$ cat config.mk
export PLATFORM = sky130hd
export DESIGN_NAME = dmem_responder
export DESIGN_NICKNAME = d
export VERILOG_FILES = /design/src/rtl/dmem_responder.sv
export SDC_FILE = /design/constraint.sdc
export NUM_CORES = 2
export LEC_CHECK = 0
export ABC_AREA = 1
export BUFFER_PORTS_ARGS = -buffer_cell sky130_fd_sc_hd__buf_2
export CORE_MARGIN = 10
export CORE_UTILIZATION = 35
export DETAILED_ROUTE_END_ITERATION = 7
export PLACE_DENSITY_LB_ADDON = 0.2
export SETUP_SLACK_MARGIN = 0.4
export SLEW_MARGIN = 40
export SYNTH_ARGS = -nofsm -noshare
export SYNTH_HDL_FRONTEND = slang
export SYNTH_SLANG_ARGS = --single-unit
$ cat constraint.sdc
create_clock -name clk -period 4.05 [get_ports clk]
set_clock_uncertainty 0.15 [all_clocks]
set_input_delay 0.81 -clock clk [delete_from_list [all_inputs] [get_ports clk]]
set_output_delay 0.81 -clock clk [all_outputs]
set_load 0.005 [all_outputs]
$ cat src/rtl/dmem_responder.sv
// Single-outstanding data-memory responder: accepts one load/store, waits LATENCY
// cycles, commits against a word-addressed array, then holds the response until accepted.
`timescale 1ns/1ps

module dmem_responder #(
   parameter int XLEN       = 32,
   parameter int ADDR_WIDTH = 8,
   parameter int LATENCY    = 2
) (
   input  logic                  clk,
   input  logic                  reset,
   input  logic                  req_valid,
   output logic                  req_ready,
   input  logic                  req_we,
   input  logic [ADDR_WIDTH-1:0] req_addr,
   input  logic [XLEN-1:0]       req_wdata,
   input  logic [XLEN/8-1:0]     req_be,
   output logic                  rsp_valid,
   input  logic                  rsp_ready,
   output logic [XLEN-1:0]       rsp_rdata,
   output logic                  rsp_err
);

   localparam int NBYTES = XLEN / 8;
   localparam int IDXW   = ADDR_WIDTH - 2;
   localparam int DEPTH  = 2 ** IDXW;

   typedef enum logic [1:0] {
      S_IDLE,
      S_WAIT,
      S_RESP
   } state_t;

   state_t              r_state;
   logic [3:0]          r_cnt;
   logic                r_we;
   logic [IDXW-1:0]     r_idx;
   logic [XLEN-1:0]     r_wdata;
   logic [NBYTES-1:0]   r_be;
   logic                r_misal;
   logic                r_req_ready;
   logic                r_rsp_valid;
   logic                r_rsp_err;
   logic                r_rsp_load;

   logic [XLEN-1:0]     r_mem [DEPTH];
   logic [XLEN-1:0]     r_mem_q;

   logic                w_commit;

   assign w_commit  = (r_state == S_WAIT) && (r_cnt == 4'd0);

   assign req_ready = r_req_ready;
   assign rsp_valid = r_rsp_valid;
   assign rsp_err   = r_rsp_err;
   // Read register is only meaningful for an aligned load; stores/errors show zero.
   assign rsp_rdata = r_rsp_load ? r_mem_q : '0;

   always_ff @(posedge clk or posedge reset) begin
      if (reset) begin
         r_state     <= S_IDLE;
         r_cnt       <= 4'd0;
         r_we        <= 1'b0;
         r_idx       <= '0;
         r_wdata     <= '0;
         r_be        <= '0;
         r_misal     <= 1'b0;
         r_req_ready <= 1'b1;
         r_rsp_valid <= 1'b0;
         r_rsp_err   <= 1'b0;
         r_rsp_load  <= 1'b0;
      end else begin
         case (r_state)
            S_IDLE: begin
               if (req_valid) begin
                  r_we        <= req_we;
                  r_idx       <= req_addr[ADDR_WIDTH-1:2];
                  r_wdata     <= req_wdata;
                  r_be        <= req_be;
                  r_misal     <= |req_addr[1:0];
                  r_cnt       <= 4'(LATENCY - 1);
                  r_req_ready <= 1'b0;
                  r_state     <= S_WAIT;
               end
            end
            S_WAIT: begin
               if (r_cnt != 4'd0) begin
                  r_cnt <= r_cnt - 4'd1;
               end else begin
                  r_rsp_valid <= 1'b1;
                  r_rsp_err   <= r_misal;
                  r_rsp_load  <= !r_we && !r_misal;
                  r_state     <= S_RESP;
               end
            end
            S_RESP: begin
               if (rsp_ready) begin
                  r_rsp_valid <= 1'b0;
                  r_rsp_err   <= 1'b0;
                  r_rsp_load  <= 1'b0;
                  r_req_ready <= 1'b1;
                  r_state     <= S_IDLE;
               end
            end
            default: begin
               r_state     <= S_IDLE;
               r_req_ready <= 1'b1;
               r_rsp_valid <= 1'b0;
            end
         endcase
      end
   end

   // Array is never reset; reset only blocks a commit that would coincide with it.
   always_ff @(posedge clk) begin
      if (w_commit && !reset && !r_misal) begin
         if (r_we) begin
            for (int b = 0; b < NBYTES; b++) begin
               if (r_be[b]) begin
                  r_mem[r_idx][b*8 +: 8] <= r_wdata[b*8 +: 8];
               end
            end
         end else begin
            r_mem_q <= r_mem[r_idx];
         end
      end
   end

endmodule

== Word-level counts from Yosys, hierarchy flattened ==
Memory sizes are Yosys's and may differ from the RTL's. A register that Yosys moved wholly into a read port is not among the register bits.
Index checks and enable logic that the tools add are counted.

* Add/subtract/negate cells: 1
* Equality and inequality tests: 6
* Multiplexer cells: 34
* Bitwise logic cells: 3
* Reduce and logical (&&, ||, !) cells: 20

{| class="wikitable"
|+ Operators with widths
! kind !! count
|-
| two-way mux 32 bit || 1
|-
| two-way mux 1 bit || 22
|-
| AND reduction 3 bit || 5
|-
| two-way mux 4 bit || 2
|-
| case mux 4 bit (2 select lines) || 1
|-
| two-way mux 2 bit || 3
|-
| != test 2 bit, second input constant || 3
|-
| case mux 1 bit (3 select lines) || 2
|-
| case mux 2 bit (3 select lines) || 1
|-
| logical AND 1 bit || 4
|-
| zero test 4 bit || 1
|-
| case mux 1 bit (2 select lines) || 2
|-
| AND reduction 2 bit || 2
|-
| nonzero test 2 bit || 2
|-
| nonzero test 4 bit || 1
|-
| subtractor 4 x 1 -> 4 bit, second input constant || 1
|-
| zero test 1 bit || 3
|-
| inverter 1 bit || 3
|-
| == test 2 x 1 -> 1 bit, second input constant || 1
|-
| == test 2 bit, second input constant || 1
|-
| zero test 2 bit || 1
|-
| != test 2 x 1 -> 1 bit, second input constant || 1
|-
| OR reduction 2 bit || 1
|}

* Bits in registers: 54
* Bits in writable memories: 2048
* Output and inout bits: 35
* Word-level logic and storage cells: 76
* Memories: 1

{| class="wikitable"
|+ Memories
! memory !! depth !! width !! read ports !! clocked after Yosys merged registers in !! write ports !! RTL line !! text
|-
| r_mem || 64 || 32 || 1 || 1 || 1 || 46 || <nowiki>logic [XLEN-1:0] r_mem [DEPTH];</nowiki>
|}

== Depth between registers and ports, before layout ==
* Word-level depth: 6
* Gate-level depth with buffers: 11
* Gate-level depth less buffers: 8

== Least setup slack after synthesis ==
Ideal clock, no wire load.

* Path kind: input -> register
* Start point: in reset
* End point: reg r_mem_q[0] (read register of r_mem), enable pin
* Library setup time: 421 ps
* Data arrival time: 3571 ps
* Data required time: 3479 ps
* Slack: -92 ps
* Stages: 3
* Path through: inv_1 -> nand3b_4 -> nor2_1

* Longest elaborated chain between the ends: 4

{| class="wikitable"
|+ RTL lines
! item !! RTL line !! text
|-
| start: declaration || 11 || <nowiki>input logic reset,</nowiki>
|-
| zero test 1 bit || 116 || <nowiki>if (w_commit && !reset && !r_misal) begin</nowiki>
|-
| logical AND 1 bit (2 in series) || 116 ||
|-
| AND reduction 2 bit (no source line) || n/a ||
|-
| end: declaration || 47 || <nowiki>logic [XLEN-1:0] r_mem_q;</nowiki>
|}

Every way passes these cells.
A chain may end at the register's enable or synchronous reset.

==> reports/qor.yml <==
logic_synthesis:
  synth_cells: 9057
  synth_top_area_share_pct: 67.6
  synth.area.top_cells: "edfxtp_1, nand2_1, inv_1"
  synth_seq_area_share_pct: 69.1
  syn_nets: 9107
  yosys_register_bits: 2134
  synthesis.area_um2: 92400
  syn_avg_cell_area_um2: 10.2
  synth_cell_types: 30
  yosysTopAreaCell: "edfxtp_1"
  yosys_warnings: 0
worst_setup_path:
  worstSetupPathType: "reg2reg"
  crit_start: "r_idx[0]"
  crit_path_start_kind: "register"
  timing.rr.end: "r_mem_q[10]"
  arrival_ns: 3.90
  r2r_slack_ns: 0.60
  critPathRequiredTime_ns: 4.49
  r2r.worst_path.cells: 9
  endpoint_kind: "register"
  regToRegStartpoint: "r_idx[0]"
  critical_path.max_fanout: 107
  cp-endpoint: "r_mem_q[10]"
floorplanning:
  die_area_um2: 285000
  coreArea_um2: 263000
  io-pin-count: 84
  fp.dieH_um: 534
  num_rows: 188
  die_x_um: 534
  initial_utilization_pct: 35.2
clock_network:
  post_cts_buffers: 0
  clock_sinks: 2134
  worstSkewPairLatency_ns: 0.90
  cts_made_buffers: 222
  clkTransAtPathRegs_ns: 0.07
  htree_levels: 4
  cts_tree: "built"
  cts_max_path_buffers: 3
  clock_tree.root_cell: "clkbuf_16"
drt:
  dr.max_layer_used: "met5"
  via_count: 61300
  dr_wl_met3_mm: 18.6
  drc: 0
  ant_nets: 0
  wl_per_cell_um: 21.2
  drt-total-wl_mm: 278
  vias_per_cell: 4.68
  wl_met1_mm: 121
  firstDrtPassIters: 7
  drtIter0Drc: 6146
  met2_length_mm: 126
power:
  clkPwrFrac_pct: 29.0
  pwr-share-seq_pct: 43.1
  peakVddDrop_mv: 0.650
  p_per_area_nw_per_um2: 654
  total_power_uw: 69300
  combPwrFrac_pct: 28.0
  p_switching_uw: 25600
  switching_share_pct: 37.0
  intPower_uw: 43700
  p_leak_uw: 0.0462
hold_path:
  worstHoldStart: "req_addr[7]"
  hp-class: "in2reg"
timing:
  min_period_ns: 3.45
  min_period_over_period_pct: 85.3
  worst-slew-pin-transition_ns: 1.01
  hold_violations: 0
  setup_viol_count_final: 0
  grt_setup_unrepaired: "no"
  max_freq_mhz: 290
  fin_tns_setup_ns: 0
  slew_viol_final: 0
  slew_headroom_pct: 31.7
placement:
  hpwl_mm: 173
  io_buffer_count: 83
  gp_congestion: 0.850
global_route:
  overflow: 0
  antenna_found_initial: 21
  grt_max_degree: 146
  grt_pass1_wl_mm: 403
  track_usage_pct: 18.9
  grt_pass1_vias: 58700
cells_and_area:
  nFillCells: 25400
  multi_input_area_um2: 19500
  drive_gt1_share_pct: 10.2
  seqCellArea_um2: 63900
  fin_nets: 9419
  area_growth_pct: 14.7
  final_util_pct: 40.4
run:
  drv_cap: 0
status:
  run_status: "finished, final reports clean"
[cell usage in the layout (no fill, tap or decap), drive strengths merged]
cell type	n
a21oi	4
buf	467
bufinv	18
clkbuf	279
clkinv	111
clkinvlp	3
dfrtp	53
dfstp	1
diode	9
dlygate4sd3	29
edfxtp	2080
ha	1
inv	1918
nand2	2786
nand3	961
nand3b	2
nand4	1
nor2	410
nor3	10
o211ai	32
o21ai	269
o22ai	1
or2	126
[power by group through the flow]
stage | logic [µW] | clock network, µW | registers [µW]
2_1_floorplan | 10900 | 0 | 29600
3_3_place_gp | 19300 | 0 | 30300
3_5_place_dp | 19400 | 0 | 30400
4_1_cts | 19500 | 20400 | 29900
5_1_grt | 21300 | 21300 | 30000
6_report | 19400 | 20100 | 29900
[cell families (layout without fill, tap and decap cells)]
logic type	after synthesis	in the layout	synth area share, %
other cells	0	9	0
fa+ha+maj	1	1	0.0135
buf+inv	2320	2825	9.98
simple gates	4296	4296	19.2
compound gates	306	306	1.75
flops	2134	2134	69.1
[worst max-delay path, stage by stage (launching register included)]
cell     delay (ns)
dfrtp_4        0.65
buf_12         0.38
buf_16         0.38
nand2_1        0.11
nand3_1        0.09
nand2_1        0.07
o21ai_1        0.36
nand2_1        0.19
nor2_1         0.36
nand2_1        0.19
[synth_stat cells]
cell and n:
o211ai_1 32, nand2_4 4, clkbuf_1 134, nor3_1 10, or2_2 125, dfstp_2 1
buf_6 25, inv_2 7, nand2_2 1, dfrtp_1 53, or2_0 1, buf_4 11
nand2_1 2781, nor2_4 1, a21oi_1 4, nor2_2 10, ha_1 1, inv_4 1
nand4_2 1, inv_1 1904, o21ai_0 64, nand3_1 961, o22ai_1 1, buf_2 228
buf_1 10, nor2_1 399, edfxtp_1 2080, nand3b_1 1, o21ai_1 205, nand3b_4 1
[state kept, by name, summed over array words and instances (netlist names), 2 cells and up]
register  flops
r_mem_q      32
r_idx         6
r_state       2
r_mem      2048
r_be          4
r_cnt         4
r_wdata      32
[per-layer routing]
metal / global-route usage (%) / up-vias
li1: - / 29200
met1: 25.6 / 29700
met2: 30.0 / 1831
met3: 3.52 / 466
met4: 7.58 / 10
met5: 0.283 / -
[per-stage QoR]
stage / area [µm²] / hold WS [ns] / std cells / setup slack, ns
2_1_floorplan: 92400 / 0.290 / 9057 / 0.431
3_3_place_gp: 98500 / 0.326 / 12600 / 0.506
3_5_place_dp: 98600 / 0.324 / 12600 / 0.489
4_1_cts: 106000 / 0.0242 / 13100 / 0.467
5_1_grt: 106000 / 0.0761 / 13100 / 0.496
6_report: 106000 / 0.0707 / 13100 / 0.597
[layout make-up]
| type | instances | share of cell area (%) |
|---|---|---|
| flip-flops and latches | 2134 | 60.3 |
| multi-input cells | 4603 | 18.4 |
| inverters | 1912 | 6.79 |
| clock buffers | 279 | 5.53 |
| well taps | 3515 | 4.15 |
| repair buffers | 496 | 3.77 |
| clock inverters | 138 | 1.13 |
| diodes | 9 | 0.0212 |
[worst min-delay path by stage]
stage,cells past startpoint,slack (ns),to
floorplan,1,0.29,r_cnt[0]
global placement,1,0.33,r_cnt[0]
detailed placement,1,0.32,r_cnt[0]
CTS,3,0.02,r_rsp_load
global route,3,0.08,r_wdata[9]
finish,3,0.07,r_idx[5]
[timing repair]
| action | CTS | global route |
|---|---|---|
| hold buffers | 28 | 1 |
| resized for setup | 1 | 1 |
| endpoints found under the hold margin | 27 | 14 |
| setup endpoints to repair | 1 | 1 |
No activity file was read; power rests on OpenSTA's default activity.
